$ cat src/rtl/learn_pkg.sv
// Shared types for the note-learning judge: FSM states, grade codes and points table.
package learn_pkg;

    typedef enum logic [1:0] {
        ST_IDLE,
        ST_NOTE,
        ST_GAP,
        ST_DONE
    } state_t;

    localparam logic [2:0] GRADE_S    = 3'd0;
    localparam logic [2:0] GRADE_A    = 3'd1;
    localparam logic [2:0] GRADE_B    = 3'd2;
    localparam logic [2:0] GRADE_C    = 3'd3;
    localparam logic [2:0] GRADE_MISS = 3'd4;

    function automatic logic [2:0] grade_points(input logic [2:0] g);
        case (g)
            GRADE_S: grade_points = 3'd4;
            GRADE_A: grade_points = 3'd3;
            GRADE_B: grade_points = 3'd2;
            GRADE_C: grade_points = 3'd1;
            default: grade_points = 3'd0;
        endcase
    endfunction

endpackage

$ cat src/rtl/learn_tick_gen.sv
// Free-running divider: one-cycle tick strobe every TICK_DIV clk cycles.
module learn_tick_gen #(
    parameter int TICK_DIV = 100000
) (
    input  logic clk,
    input  logic reset,
    output logic tick
);

    localparam int CW = (TICK_DIV > 1) ? $clog2(TICK_DIV) : 1;
    localparam logic [CW-1:0] LAST = CW'(TICK_DIV - 1);

    logic [CW-1:0] cnt_reg;

    always_ff @(posedge clk or posedge reset) begin
        if (reset)
            cnt_reg <= '0;
        else if (cnt_reg == LAST)
            cnt_reg <= '0;
        else
            cnt_reg <= cnt_reg + CW'(1);
    end

    assign tick = (cnt_reg == LAST);

endmodule

$ cat src/rtl/learn_judge.sv
// Timing judge for a play-along song: grades key presses against ROM notes.
// Optional LEARN_COMBO_EN adds a combo counter, combo bonus and combo output.
module learn_judge #(
    parameter int ADDR_W    = 5,
    parameter int NOTE_W    = 4,
    parameter int DUR_W     = 16,
    parameter int TICK_DIV  = 100000,
    parameter int GAP_TICKS = 200,
    parameter int SCORE_W   = 16
) (
    input  logic               clk,
    input  logic               reset,
    input  logic               start,
    input  logic [NOTE_W-1:0]  key_note,
    output logic [ADDR_W-1:0]  rom_addr,
    input  logic [NOTE_W-1:0]  rom_note,
    input  logic [DUR_W-1:0]   rom_dur,
    output logic [NOTE_W-1:0]  target_note,
    output logic               tone_en,
    output logic [2:0]         grade,
    output logic               grade_valid,
    output logic [SCORE_W-1:0] score,
    output logic [7:0]         miss_cnt,
`ifdef LEARN_COMBO_EN
    output logic [7:0]         combo,
`endif
    output logic               done
);
    import learn_pkg::*;

    localparam int GW = (GAP_TICKS > 0) ? $clog2(GAP_TICKS + 1) : 1;

    logic tick;

    learn_tick_gen #(.TICK_DIV(TICK_DIV)) u_tick (
        .clk   (clk),
        .reset (reset),
        .tick  (tick)
    );

    state_t             state_reg, state_next;
    logic [ADDR_W-1:0]  addr_reg, addr_next;
    logic [DUR_W-1:0]   elapsed_reg, elapsed_next;
    logic [GW-1:0]      gap_reg, gap_next;
    logic               hit_reg, hit_next;
    logic [SCORE_W-1:0] score_reg, score_next;
    logic [7:0]         miss_reg, miss_next;
    logic [2:0]         grade_reg, grade_next;
    logic               gv_reg, gv_next;
    logic [NOTE_W-1:0]  prev_key_reg;
`ifdef LEARN_COMBO_EN
    logic [7:0]         combo_reg, combo_next;
`endif

    // Grading arithmetic is done two bits wider so 4E and 3D cannot overflow.
    logic [DUR_W+1:0] e4, e2, d1, d3;
    logic [DUR_W-1:0] dur_eff;
    logic             press, win_end;
    logic [2:0]       hit_grade;

    assign e4        = {elapsed_reg, 2'b00};
    assign e2        = {1'b0, elapsed_reg, 1'b0};
    assign d1        = {2'b00, rom_dur};
    assign d3        = d1 + {1'b0, rom_dur, 1'b0};
    assign dur_eff   = (rom_dur == '0) ? DUR_W'(1) : rom_dur;
    assign win_end   = (elapsed_reg >= dur_eff);
    assign press     = (key_note != '0) && (key_note != prev_key_reg);
    assign hit_grade = (e4 < d1) ? GRADE_S :
                       (e2 < d1) ? GRADE_A :
                       (e4 < d3) ? GRADE_B : GRADE_C;

    logic             award, combo_clr;
    logic [2:0]       award_grade;
    logic [1:0]       miss_add;
    logic [3:0]       pts_total;
    logic [SCORE_W:0] score_sum;
    logic [8:0]       miss_sum;

    always_comb begin
        state_next   = state_reg;
        addr_next    = addr_reg;
        elapsed_next = elapsed_reg;
        gap_next     = gap_reg;
        hit_next     = hit_reg;
        score_next   = score_reg;
        miss_next    = miss_reg;
        grade_next   = grade_reg;
        gv_next      = 1'b0;
        award        = 1'b0;
        award_grade  = grade_reg;
        combo_clr    = 1'b0;
        miss_add     = 2'd0;
        pts_total    = 4'd0;
        score_sum    = '0;
        miss_sum     = '0;
`ifdef LEARN_COMBO_EN
        combo_next   = combo_reg;
`endif

        case (state_reg)
            ST_IDLE, ST_DONE: begin
                if (start) begin
                    state_next   = ST_NOTE;
                    addr_next    = '0;
                    score_next   = '0;
                    miss_next    = '0;
                    grade_next   = 3'd0;
                    elapsed_next = '0;
                    hit_next     = 1'b0;
`ifdef LEARN_COMBO_EN
                    combo_next   = '0;
`endif
                end
            end
            ST_NOTE: begin
                if (rom_note == '0) begin
                    state_next = ST_DONE;
                end else begin
                    if (tick)
                        elapsed_next = elapsed_reg + DUR_W'(1);
                    if (press && !hit_reg) begin
                        if (key_note == rom_note) begin
                            award       = 1'b1;
                            award_grade = hit_grade;
                            hit_next    = 1'b1;
                        end else begin
                            miss_add  = miss_add + 2'd1;
                            combo_clr = 1'b1;
                        end
                    end
                    // A matching press on the closing cycle wins over MISS.
                    if (win_end) begin
                        if (!hit_reg && !award) begin
                            grade_next = GRADE_MISS;
                            gv_next    = 1'b1;
                            miss_add   = miss_add + 2'd1;
                            combo_clr  = 1'b1;
                        end
                        state_next = ST_GAP;
                        gap_next   = '0;
                    end
                end
            end
            ST_GAP: begin
                if (press) begin
                    miss_add  = 2'd1;
                    combo_clr = 1'b1;
                end
                if (tick)
                    gap_next = gap_reg + GW'(1);
                if (gap_reg >= GW'(GAP_TICKS)) begin
                    if (addr_reg == '1) begin
                        state_next = ST_DONE;
                    end else begin
                        addr_next    = addr_reg + ADDR_W'(1);
                        state_next   = ST_NOTE;
                        elapsed_next = '0;
                        hit_next     = 1'b0;
                    end
                end
            end
            default: state_next = ST_IDLE;
        endcase

        if (award) begin
            pts_total = {1'b0, grade_points(award_grade)};
`ifdef LEARN_COMBO_EN
            if (combo_reg >= 8'd4)
                pts_total = pts_total + 4'd1;
            if (award_grade == GRADE_S || award_grade == GRADE_A)
                combo_next = (combo_reg == 8'hFF) ? combo_reg : combo_reg + 8'd1;
            else
                combo_next = '0;
`endif
            score_sum  = {1'b0, score_reg} + (SCORE_W+1)'(pts_total);
            score_next = score_sum[SCORE_W] ? '1 : score_sum[SCORE_W-1:0];
            grade_next = award_grade;
            gv_next    = 1'b1;
        end
`ifdef LEARN_COMBO_EN
        if (combo_clr)
            combo_next = '0;
`endif

        if (miss_add != 2'd0) begin
            miss_sum  = {1'b0, miss_reg} + 9'(miss_add);
            miss_next = miss_sum[8] ? 8'hFF : miss_sum[7:0];
        end
    end

    always_ff @(posedge clk or posedge reset) begin
        if (reset) begin
            state_reg    <= ST_IDLE;
            addr_reg     <= '0;
            elapsed_reg  <= '0;
            gap_reg      <= '0;
            hit_reg      <= 1'b0;
            score_reg    <= '0;
            miss_reg     <= '0;
            grade_reg    <= 3'd0;
            gv_reg       <= 1'b0;
            prev_key_reg <= '0;
`ifdef LEARN_COMBO_EN
            combo_reg    <= '0;
`endif
        end else begin
            state_reg    <= state_next;
            addr_reg     <= addr_next;
            elapsed_reg  <= elapsed_next;
            gap_reg      <= gap_next;
            hit_reg      <= hit_next;
            score_reg    <= score_next;
            miss_reg     <= miss_next;
            grade_reg    <= grade_next;
            gv_reg       <= gv_next;
            prev_key_reg <= key_note;
`ifdef LEARN_COMBO_EN
            combo_reg    <= combo_next;
`endif
        end
    end

    assign rom_addr    = addr_reg;
    assign target_note = (state_reg == ST_NOTE) ? rom_note : '0;
    assign tone_en     = (state_reg == ST_NOTE) && hit_reg;
    assign grade       = grade_reg;
    assign grade_valid = gv_reg;
    assign score       = score_reg;
    assign miss_cnt    = miss_reg;
    assign done        = (state_reg == ST_DONE);
`ifdef LEARN_COMBO_EN
    assign combo       = combo_reg;
`endif

endmodule

$ cat config.mk
export PLATFORM = sky130hd
export DESIGN_NAME = learn_judge
export DESIGN_NICKNAME = d
export VERILOG_FILES = /design/src/rtl/learn_pkg.sv /design/src/rtl/learn_tick_gen.sv /design/src/rtl/learn_judge.sv
export SDC_FILE = /design/constraint.sdc
export NUM_CORES = 1
export LEC_CHECK = 0
export CAP_MARGIN = 20
export CELL_PAD_IN_SITES_DETAIL_PLACEMENT = 1
export CELL_PAD_IN_SITES_GLOBAL_PLACEMENT = 2
export CORE_MARGIN = 4
export CORE_UTILIZATION = 36
export DETAILED_ROUTE_END_ITERATION = 10
export HOLD_SLACK_MARGIN = 0.02
export PLACE_DENSITY = 0.81
export SLEW_MARGIN = 20
export SYNTH_ARGS = -nofsm -noshare
export SYNTH_HDL_FRONTEND = slang
export SYNTH_SLANG_ARGS = --single-unit
$ cat constraint.sdc
create_clock -name clk -period 4.5 [get_ports clk]
set_clock_uncertainty 0.2 [all_clocks]
set_input_delay 0.45 -clock clk [delete_from_list [all_inputs] [get_ports clk]]
set_output_delay 0.45 -clock clk [all_outputs]
set_load 0.01 [all_outputs]
======== Word level (Yosys, flattened, before mapping) ========
Index checks and enable logic that the tools add are counted.
operators by class
  reduce and logical (&&, ||, !) cells .... 28
  add/sub/neg operators ................... 8
  mux-type cells .......................... 72
  order comparisons ....................... 5
  equality and inequality tests ........... 24
operators with widths
  cell                                                              number
  16-bit two-way mux                                                9
  8-bit two-way mux                                                 7
  16-bit one-hot mux with 3 select lines                            1
  3-bit two-way mux                                                 10
  2-bit two-way mux                                                 12
  1-bit two-way mux                                                 21
  16-bit by 17-bit adder with 18-bit output                         1
  18-bit by 16-bit less-than comparator with 1-bit output           1
  18-bit less-than comparator                                       1
  2-bit != test (second input constant)                             9
  16-bit by 3-bit adder with 17-bit output                          1
  17-bit by 1-bit adder with 17-bit output (second input constant)  1
  17-bit == test (second input constant)                            1
  17-bit by 16-bit less-than comparator with 1-bit output           1
  17-bit two-way mux                                                1
  16-bit by 1-bit adder with 16-bit output (second input constant)  1
  16-bit greater-or-equal comparator                                1
  16-bit zero test                                                  1
  8-bit one-hot mux with 2 select lines                             1
  5-bit two-way mux                                                 3
  3-bit != test (second input constant)                             5
  2-bit nonzero test                                                7
  3-bit one-hot mux with 4 select lines                             1
  5-bit one-hot mux with 2 select lines                             1
  30 further kinds                                                  39
word-level totals
  flip-flop bits (word level) ............. 81
  output and inout bits ................... 39
  input port bits ......................... 27

======== Depth between registers and ports, before layout ========
Gate-level depths: netlist of run 1.
  depth in word-level cells ............... 15
  mapped depth ............................ 29

======== Modules after synthesis ========
A second synthesis of run 1 with hierarchy kept.
second synthesis, totals
  cell total of the unflattened synthesis .. 746
  area total of the unflattened synthesis .. 6,698.9 um^2
modules (own cells, without submodules)
  module          times used  seq. area each (um^2)  cells an instance  area each (um^2)
  learn_judge     1           1,601.5                671                5,873.1
  learn_tick_gen  1           425.4                  75                 825.8

======== Worst setup path before layout of run 1 ========
Ideal clock, no wire load.
  path kind ............................... input-to-reg
  start point ............................. input port rom_dur[0]
  end point ............................... register score_reg[15], in the netlist score[15]
  data arrival time ....................... 5,537 ps
  slack ................................... -1,337 ps
  setup time .............................. 99 ps
  stages .................................. 28
  path through ............................ and2_1 fa_1 a21o_1 a21o_1 a2111oi_2 o31ai_1 or4_1 a31oi_1 o21bai_1 xnor2_1 ha_1 a21oi_1 nor2b_1 o21ai_0 nand2b_1 nor3_1 a21oi_1 a21boi_0 o32ai_1 fa_1 a21oi_1 nor2b_1 nand3_1 or3_1 clkbuf_1 a21oi_1 nor2_1 a311oi_1
on the way
  word-level cells in the longest chain between the ends .. 15
ends and longest elaborated chain
  element                                                           line                RTL
  from (decl)                                                       learn_judge.sv:17   input logic [DUR_W-1:0] rom_dur,
  16-bit by 17-bit adder with 18-bit output                         learn_judge.sv:64   assign d3 = d1 + {1'b0, rom_dur, 1'b0};
  18-bit less-than comparator                                       learn_judge.sv:70   (e4 < d3) ? GRADE_B : GRADE_C;
  1-bit two-way mux                                                 learn_judge.sv:70
  2-bit two-way mux                                                 learn_judge.sv:69   (e2 < d1) ? GRADE_A :
  2-bit two-way mux (*)                                             learn_judge.sv:68   assign hit_grade = (e4 < d1) ? GRADE_S :
  3-bit two-way mux (*)                                             learn_judge.sv:122  if (key_note == rom_note) begin
  3-bit two-way mux (*)                                             learn_judge.sv:121  if (press && !hit_reg) begin
  3-bit two-way mux (*)                                             learn_judge.sv:116  if (rom_note == '0) begin
  3-bit two-way mux (*)                                             learn_judge.sv:100  case (state_reg)
  3-bit by 2-bit == test with 1-bit output (tied with other cells)  learn_pkg.sv:18     case (g)
  3-bit one-hot mux with 4 select lines (*)                         learn_pkg.sv:18
  3-bit two-way mux (*)                                             learn_judge.sv:165  if (award) begin
  16-bit by 3-bit adder with 17-bit output (*)                      learn_judge.sv:175  score_sum = {1'b0, score_reg} + (SCORE_W+1)'(pts_total);
  16-bit two-way mux (*)                                            learn_judge.sv:176  score_next = score_sum[SCORE_W] ? '1 : score_sum[SCORE_W-1:0];
  16-bit two-way mux (*)                                            learn_judge.sv:165
  to (signal assigned)                                              learn_judge.sv:212  score_reg <= score_next;
  to (decl)                                                         learn_judge.sv:46   logic [SCORE_W-1:0] score_reg, score_next;
Mark *: on every way between the ends. The rest lies on a longest branch, timed or not. The select of a mux whose other input is x is not followed.
A chain may end at the register's enable or synchronous reset.

======== Worst setup path in the final report of run 1 ========
  start point ............................. input port rom_dur[1]
  end point ............................... register score_reg[15], in the netlist score[15]
Same word-level chain as after synthesis.

==> metrics.yaml, run 1 <==
status: "complete, but fails checks"
violations: "negative setup slack"
cts.sinks: 81
hold_class: "reg2reg"
syn-cell-area_um2: 6750
setup_ws_ns: -1.29
grt_max_degree: 57
ys_seq_area_share_pct: 30.0
hp-start: "u_tick.cnt_reg[0]"
synth-async-reset-ratio_pct: 100
hpwl_um: 16600
worstPathRequired_ns: 4.54
grt_pass1_vias: 7174
synth.distinct_cells: 69
cts-root-buf: "clkbuf_16"
cts_hold_buf: 0
antennaDiodeCount: 0
synth-main-ff-cell: "dfrtp_1"
drive_gt1_share_pct: 27.7
dp_cells: 1157
endpoint_kind: "register"
nets: 1103
numPortBuffers: 65
die_y_um: 145
dieArea_um2: 21000
placed_area_um2: 8520
setup_viol: 24
crit_start: "rom_dur[1]"
dr_wl_met2_um: 11500
overflow: 0
dieWidth_um: 145
cp_common_cell: "a21oi_2"
design_power_total_mw: 2.18
crit_type: "in2reg"
cts_tree: "yes"
fin_crit_sh_pct: 129
fmax_ghz: 0.173
min_period_ns: 5.79
ys_warn_count: 0
crit_path_start_kind: "input pin"
rsz0062_at_grt: "true"
peakVddDrop_uv: 190
start_util_pct: 37.1
grt_pass1_wl_um: 35700
top_layer_used: "met4"
gp_congestion: 0.829
vias_per_cell: 5.51
ys_top_cells_by_area: "dfrtp_1 (30%), ha_1 (19%), nor2_1 (4.3%)"
yosysTopAreaCell: "dfrtp_1"
grt_antenna_before_repair: 0
worst_pin_slew_ns: 0.973
pin_count: 66
core_area_um2: 18200
clk_latency_ns: 0.35
crit_slowest_cell: "or4_4"
synth_cells: 771
rows: 49
gr-usage-all-layers_pct: 20.1
finalHoldViolations: 0
power.density_nw_per_um2: 230
drtPass1Iterations: 4
largest_register_ffs: 17
area_growth_pct: 40.6
finalWirelength_um: 22000
dr_wl_met3_um: 431
maxSlewHeadroom_pct: 34.9
cp_max_fo: 3
final_max_slew_viol_count: 0
post-route-drc-count: 0
postRouteAntennaNets: 0
arrival_ns: 5.83
leakagePower_nw: 4.36
cts_buffers: 9
syn-num-nets: 901
finish.instance_area_um2: 9490
wl_met1_um: 9770
cts_buffer_depth: 2
vias: 6649
r2r-start: "elapsed_reg[0]"
drt_iter0_drc: 225
yosysTopAreaCellShare_pct: 30.0
final_cells: 1207
synth_edf_count: 0
ys_ff_latch: 81
setup_tns_ns: -20.39
routedWlPerCell_um: 18.3
cts_max_level: 3
slowest_delay_ns: 0.46
synth_area_per_cell_um2: 8.76
clk_pin_slew_ns: 0.07
max_cap_violations: 0
==> cells by family after synthesis <==
group	share of synthesized area [%]
AND/OR/NAND/NOR	22.2
AO/OA/AOI/OAI	17.8
adder cells (fa/ha/maj)	19.4
flip-flops	30.0
buffers and inverters	3.17
XOR/XNOR	6.36
multiplexers	1.06
==> cells in the mapped netlist (all sizes together), types with 4 or more instances <==
| master | instances |
|---|---|
| or3 | 8 |
| nand3 | 32 |
| xor2 | 24 |
| a41oi | 5 |
| and2 | 15 |
| a21oi | 52 |
| o21ai | 35 |
| a211oi | 4 |
| nand2b | 11 |
| a21o | 15 |
| nor4 | 9 |
| xnor2 | 25 |
| o21a | 6 |
| and3 | 10 |
| nand2 | 69 |
| inv | 42 |
| a311oi | 4 |
| nor2 | 78 |
| a22o | 5 |
| dfrtp | 81 |
| clkbuf | 10 |
| buf | 4 |
| ha | 100 |
| a2111oi | 4 |
| nand4 | 21 |
| nor3 | 21 |
| mux2i | 6 |
| a31oi | 11 |
| nor2b | 10 |
| o31ai | 4 |
==> power breakdown <==
part	total [mW]	internal [mW]	switching, mW
logic	0.667	0.352	0.316
registers	0.822	0.766	0.0559
clock network	0.692	0.375	0.317
total	2.18	1.49	0.689
==> per-layer routing <==
metal | up-vias | GRT usage [%]
met4 | 0 | 4.32
met5 | - | 0
li1 | 3212 | -
met2 | 91 | 37.2
met3 | 23 | 2.53
met1 | 3323 | 25.2
==> through the flow <==
| step | hold slack (ns) | setup WS [ns] | utilization (%) |
|---|---|---|---|
| 2_1_floorplan | 0.252 | -0.928 | - |
| 3_3_place_gp | 0.276 | -1.88 | 46.8 |
| 3_5_place_dp | 0.287 | -2.20 | 46.8 |
| 4_1_cts | 0.297 | -1.50 | 50.1 |
| 5_1_grt | 0.307 | -1.53 | 52.1 |
| 6_report | 0.295 | -1.29 | 52.1 |
==> path summary, 6_finish.rpt <==
check / to / slack, ns / depth (start not counted)
max in group asynchronous: elapsed_reg[9] / 2.88 / 3
setup reg to reg: score[15] / 0.26 / 20
hold reg to reg: u_tick.cnt_reg[0] / 0.30 / 1
hold / removal: u_tick.cnt_reg[0] / 0.30 / 1
min in group asynchronous: score[12] / 0.37 / 2
setup / recovery: score[15] / -1.29 / 29
==> worst max-delay path: cells and delay by family <==
family	cells	cell delay [ns]
simple gates	8	1.61
buf+inv	3	0.35
fa+ha+maj	3	0.98
compound gates	14	2.29
xor+xnor	1	0.15
==> cell usage in the layout (no fill, tap or decap), types with 5 or more instances in the layout <==
cell	count
buf_4	132
nand2b_1	9
nor4_2	5
inv_1	31
ha_4	11
a31oi_1	6
and3_1	9
clkdlybuf4s50_1	49
and2_1	11
dfrtp_1	81
nor3_1	18
a22o_1	5
o21ai_0	31
a21o_1	15
inv_2	10
nand3_1	29
ha_1	85
xnor2_1	24
a21oi_1	44
nor2b_1	9
nand2_2	7
mux2i_1	6
o21a_1	6
a21oi_2	8
clkbuf_2	8
nand4_1	21
nor2_1	72
nand2_1	60
buf_6	9
xor2_1	24
clkbuf_16	9
==> what timing repair did <==
item	CTS	global route
endpoints found under the hold margin	0	0
setup endpoints to repair	25	25
buffers inserted	22	13
pin swaps	32	40
resized for setup	60	71
==> area by class of cell <==
| cell class | count | area, um^2 |
|---|---|---|
| inverter | 42 | 160 |
| timing repair buffer | 205 | 1700 |
| sequential | 81 | 2030 |
| fill | 2072 | 8720 |
| clock buffer | 10 | 229 |
| tap | 229 | 287 |
| multi-input combinational | 634 | 5050 |
| clock inverter | 6 | 42.5 |
Power figures use the tool's default switching activity.
==> inputs of run 2 (changes only) <==
PLACE_DENSITY = not set   (was 0.81)
PLACE_DENSITY_LB_ADDON = 0.25   (was not set)
==> run 2 against run 1 <==
Compared with the run above: the flow still finishes with violations (negative setup slack); sequential power shrank 0.6%; cell area grew 4.1%; combinational power grew 8.5%; count of clock-buffer cells in the layout shrank 1; via count grew 4.8%; sequential share of layout area shrank 0.83 points; global-route usage grew 2.1 points; non-clock buffer count grew 43; sequential cell count is the same; largest cell class unchanged; die area is the same; total power grew 5.4%.
==> metrics.yaml, run 2 (synthesized netlist as in run 1, its figures left out) <==
multi_input_area_um2: 5040
setup_ws_ns: -1.20
layout_commonest_cell: "buf_4"
peakVddDrop_uv: 202
grt_max_degree: 60
dieArea_um2: 21000
overflow: 0
maxSlewHeadroom_pct: 35.3
r2r_slack_ns: 0.25
slowest_delay_ns: 0.45
max_cap_violations: 0
worst_pin_slew_ns: 0.967
cts_hold_buf: 0
finalHoldViolations: 0
hold_slack_ns: 0.294
cts.sinks: 81
worstPathRequired_ns: 4.54
design_power_total_mw: 2.30
crit_slowest_cell: "or4_4"
timing.rr.end: "score[15]"
cp_max_fo: 4
gp_congestion: 0.830
cts_buffers: 9
fin_crit_sh_pct: 127
finish.instance_area_um2: 9880
finalWirelength_um: 24300
crit_type: "in2reg"
min_period_ns: 5.70
setup_viol: 24
crit_start: "rom_dur[1]"
hpwl_um: 16700
dp_cells: 1161
cts_buffer_depth: 2
power.density_nw_per_um2: 233
area_growth_pct: 46.3
leakagePower_nw: 4.56
dieWidth_um: 145
drtPass1Iterations: 4
crit_end: "score[15]"
r2r_cells: 19
routedWlPerCell_um: 19.4
drive_gt1_share_pct: 30.6
grt_antenna_before_repair: 0
core_area_um2: 18200
status: "complete, but fails checks"
cts-root-buf: "clkbuf_16"
cts_tree: "yes"
post-route-drc-count: 0
fin_util_pct: 54.3
final_cells: 1250
arrival_ns: 5.74
gr-usage-all-layers_pct: 22.2
fillers: 2089
crit_path_start_kind: "input pin"
cp_common_cell: "a21oi_2"
drt_iter0_drc: 309
final_max_slew_viol_count: 0
grt_pass1_vias: 7668
fmax_ghz: 0.175
seqCellArea_um2: 2030
vias: 6968
endpoint_kind: "register"
placed_area_um2: 8560
final_cell_mix: "buf_4 (178), ha_1 (85), dfrtp_1 (81)"
rows: 49
r2r-start: "elapsed_reg[0]"
violations: "negative setup slack"
vias_per_cell: 5.57
postRouteAntennaNets: 0
start_util_pct: 37.1
largest_register_ffs: 17
clk_pin_slew_ns: 0.07
cts_max_level: 3
hold_class: "reg2reg"
clk_latency_ns: 0.34
rsz0062_at_grt: "true"
antennaDiodeCount: 0
pin_count: 66
grt_pass1_wl_um: 39000
numPortBuffers: 65
die_y_um: 145
nets: 1146
## run 2: cell types whose count changed in the layout (fill, tap and decap cells not counted), sizes merged
cell	change
inv	+1
buf	+50
bufinv	+1
clkbuf	-9
dlygate4sd2	+2
clkdlybuf4s15	+2
dlymetal6s2s	-3
clkinvlp	-1
## run 2: how the worst min path moves through the flow
stage	slack, ns	from	to	cells after the start
4_1_cts	0.30	u_tick.cnt_reg[8]	u_tick.cnt_reg[8]	1
5_1_grt	0.32	u_tick.cnt_reg[8]	u_tick.cnt_reg[8]	1
3_3_place_gp	0.27	u_tick.cnt_reg[4]	u_tick.cnt_reg[4]	1
2_1_floorplan	0.25	u_tick.cnt_reg[4]	u_tick.cnt_reg[4]	1
6_report	0.29	u_tick.cnt_reg[8]	u_tick.cnt_reg[8]	1
3_5_place_dp	0.29	u_tick.cnt_reg[4]	u_tick.cnt_reg[4]	1
## run 2: layout make-up
cell class	instances	area share (%)
Clock buffer	9	2.28
Sequential cell	81	20.5
Clock inverter	7	0.785
Inverter	42	1.67
Multi-Input combinational cell	634	51.0
Timing Repair Buffer	248	20.8
Tap cell	229	2.90
## run 2: worst max-delay path, delay by kind of cell
kind | cells | cell delay (ns)
adder cells (fa/ha/maj) | 4 | 1.19
AO/OA/AOI/OAI | 14 | 2.13
XOR/XNOR | 1 | 0.14
buffers and inverters | 2 | 0.24
AND/OR/NAND/NOR | 9 | 1.59
## run 2: through the flow
stage,worst slack (ns),setup TNS (ns)
2_1_floorplan,-0.928,-12.98
3_3_place_gp,-1.89,-36.51
3_5_place_dp,-2.16,-41.06
4_1_cts,-1.45,-22.39
5_1_grt,-1.47,-24.95
6_report,-1.20,-18.66
## run 2: metal layers
layer	share of wire (%)	GRT usage, %	vias up
met3	2.6	3.31	40
met4	2.5	6.22	0
met5	0	0	-
li1	-	-	3303
met2	52	40.5	121
met1	43	27.4	3504
## run 2: where the power goes
| part | total, mW | leakage, nW | internal [mW] | switching, mW |
|---|---|---|---|---|
| Sequential | 0.817 | 1.06 | 0.766 | 0.0518 |
| Clock | 0.757 | 0.146 | 0.435 | 0.322 |
| Combinational | 0.724 | 3.35 | 0.383 | 0.340 |
## run 2: what timing repair did
item | CTS | global route
pin swaps | 42 | 40
buffers inserted | 65 | 8
resized for setup | 110 | 35
gates cloned | 1 | 0
endpoints found under the setup margin | 25 | 25
==> inputs of run 3 (changes only) <==
CORE_UTILIZATION = 39   (was 36)
clock period = 6.9 ns   (was 4.5 ns; I/O delays follow)
==> run 3 against run 2 <==
Compared with the run above: the flow now finishes without violations; count of clock-buffer cells in the layout unchanged; core utilization shrank 5.1 points; first-iteration DRC count up 20%; non-clock buffer count is 149 lower; sequential power shrank 35%; global-route usage shrank 2.7 points; largest cell class unchanged; highest routed layer unchanged.
==> metrics.yaml, run 3 (synthesized netlist as in run 1, its figures left out) <==
cts_buffer_depth: 2
die_y_um: 140
drive_gt1_share_pct: 9.75
gr-usage-all-layers_pct: 19.6
timing.rr.end: "score[7]"
r2r_cells: 18
pin_count: 66
peakVddDrop_uv: 122
drt_iter0_drc: 371
power.density_nw_per_um2: 163
dieArea_um2: 19500
fin_crit_sh_pct: 95.2
overflow: 0
crit_type: "in2reg"
cp_max_fo: 6
grt_max_degree: 82
setup_viol: 0
layout_commonest_cell: "ha_1"
clk_latency_ns: 0.34
clk_pin_slew_ns: 0.07
hold_class: "reg2reg"
drtPass1Iterations: 6
grt_pass1_vias: 6446
leakagePower_nw: 3.73
nets: 997
routedWlPerCell_um: 17.6
cts_hold_buf: 0
finalHoldViolations: 0
fillers: 2020
dieWidth_um: 140
crit_path_start_kind: "input pin"
finalWirelength_um: 19200
r2r-start: "state_reg[1]"
critical-path-top-delay-family: "compound AO/OA/AOI/OAI gates"
pre_cts_slack_ns: -0.297
hpwl_um: 15200
crit_slowest_cell: "a2111oi_0"
worst_pin_slew_ns: 0.876
cts-root-buf: "clkbuf_16"
gp_congestion: 0.811
numPortBuffers: 65
setup_tns_ns: 0
fmax_ghz: 0.152
cts_max_level: 3
slowest_delay_ns: 0.61
cts_tree: "yes"
cts_buffers: 9
hp-start: "u_tick.cnt_reg[4]"
maxSlewHeadroom_pct: 41.4
core_area_um2: 16800
postRouteAntennaNets: 0
final_max_slew_viol_count: 0
arrival_ns: 6.61
endpoint_kind: "register"
grt_antenna_before_repair: 0
rows: 47
post-route-drc-count: 0
r2r_slack_ns: 1.99
start_util_pct: 40.3
vias: 6179
antennaDiodeCount: 0
final_cell_mix: "ha_1 (99), dfrtp_1 (81), nor2_1 (75)"
setup_ws_ns: 0.328
max_cap_violations: 0
crit_buf_inv: 3
min_path_cells: 1
largest_register_ffs: 17
status: "finished clean"
vias_per_cell: 5.66
cts.sinks: 81
min_period_ns: 6.57
area_growth_pct: 21.9
grt_pass1_wl_um: 32300
worstPathRequired_ns: 6.94
hold_end: "u_tick.cnt_reg[4]"
[run 3: cell types whose count changed in the layout (fill, tap and decap cells not counted), moves of 4 or more]
cell	previous run	this run
inv_2	10	0
buf_6	8	1
buf_2	4	0
a21oi_1	43	51
nand2_1	64	68
buf_4	178	33
ha_1	85	99
dlygate4sd2_1	4	0
nor2_1	71	75
inv_1	29	41
a21oi_2	9	1
ha_4	12	0
clkdlybuf4s50_1	49	65
[run 3: worst reg2reg max path, delay by kind of cell (launching register included)]
kind	cells	cell delay, ns
simple gates	6	1.53
fa+ha+maj	3	0.98
compound gates	5	0.97
buf+inv	4	0.68
flops	1	0.43
[run 3: cell type report]
type	instances	area [um^2]	share of cell area, %
Sequential cell	81	2030	24.6
Multi-Input combinational cell	634	4580	55.6
Timing Repair Buffer	99	910	11.0
Clock inverter	7	61.3	0.745
Inverter	42	159	1.93
Clock buffer	9	225	2.74
Tap cell	220	275	3.34
[run 3: metrics by stage]
stage	hold slack (ns)	util (%)	std cells	total power, mW	area, um^2
6_report	0.292	49.1	1092	1.34	8230
5_1_grt	0.323	49.1	1092	1.41	8230
4_1_cts	0.297	48.5	1088	1.35	8140
3_5_place_dp	0.285	46.8	1072	0.874	7850
3_3_place_gp	0.272	46.8	1072	0.856	7850
2_1_floorplan	0.252	-	771	0.730	6750
[run 3: power by group]
group | switching (mW) | leakage (nW) | internal [mW]
combinational | 0.170 | 2.54 | 0.166
sequential | 0.0338 | 1.06 | 0.499
clock | 0.222 | 0.135 | 0.251
total | 0.425 | 3.73 | 0.916
[run 3: repair_timing]
action                                  CTS  global route
gates resized for setup                   0            14
endpoints found under the setup margin    0            16
setup buffers                             0             4
[run 3: worst max-delay path by stage]
| stage | end | startpoint | depth (start not counted) | slack [ns] |
|---|---|---|---|---|
| 2_1_floorplan | score[15] | rom_dur[0] | 28 | 0.82 |
| 4_1_cts | score[7] | rom_dur[1] | 29 | 0.02 |
| 3_3_place_gp | score[7] | rom_dur[1] | 29 | -0.0002 |
| 6_report | score[7] | rom_dur[4] | 28 | 0.33 |
| 3_5_place_dp | score[7] | rom_dur[1] | 29 | -0.30 |
| 5_1_grt | score[4] | rom_dur[4] | 29 | -0.21 |
[run 3: per-layer routing]
metal	wire (um)	global-route usage, %	up-vias	share of wire, %
li1	-	-	2993	-
met1	8750	25.9	3099	46
met2	9810	34.8	77	51
met3	536	2.74	10	2.8
met4	110	3.16	0	0.57
met5	0	0	-	0
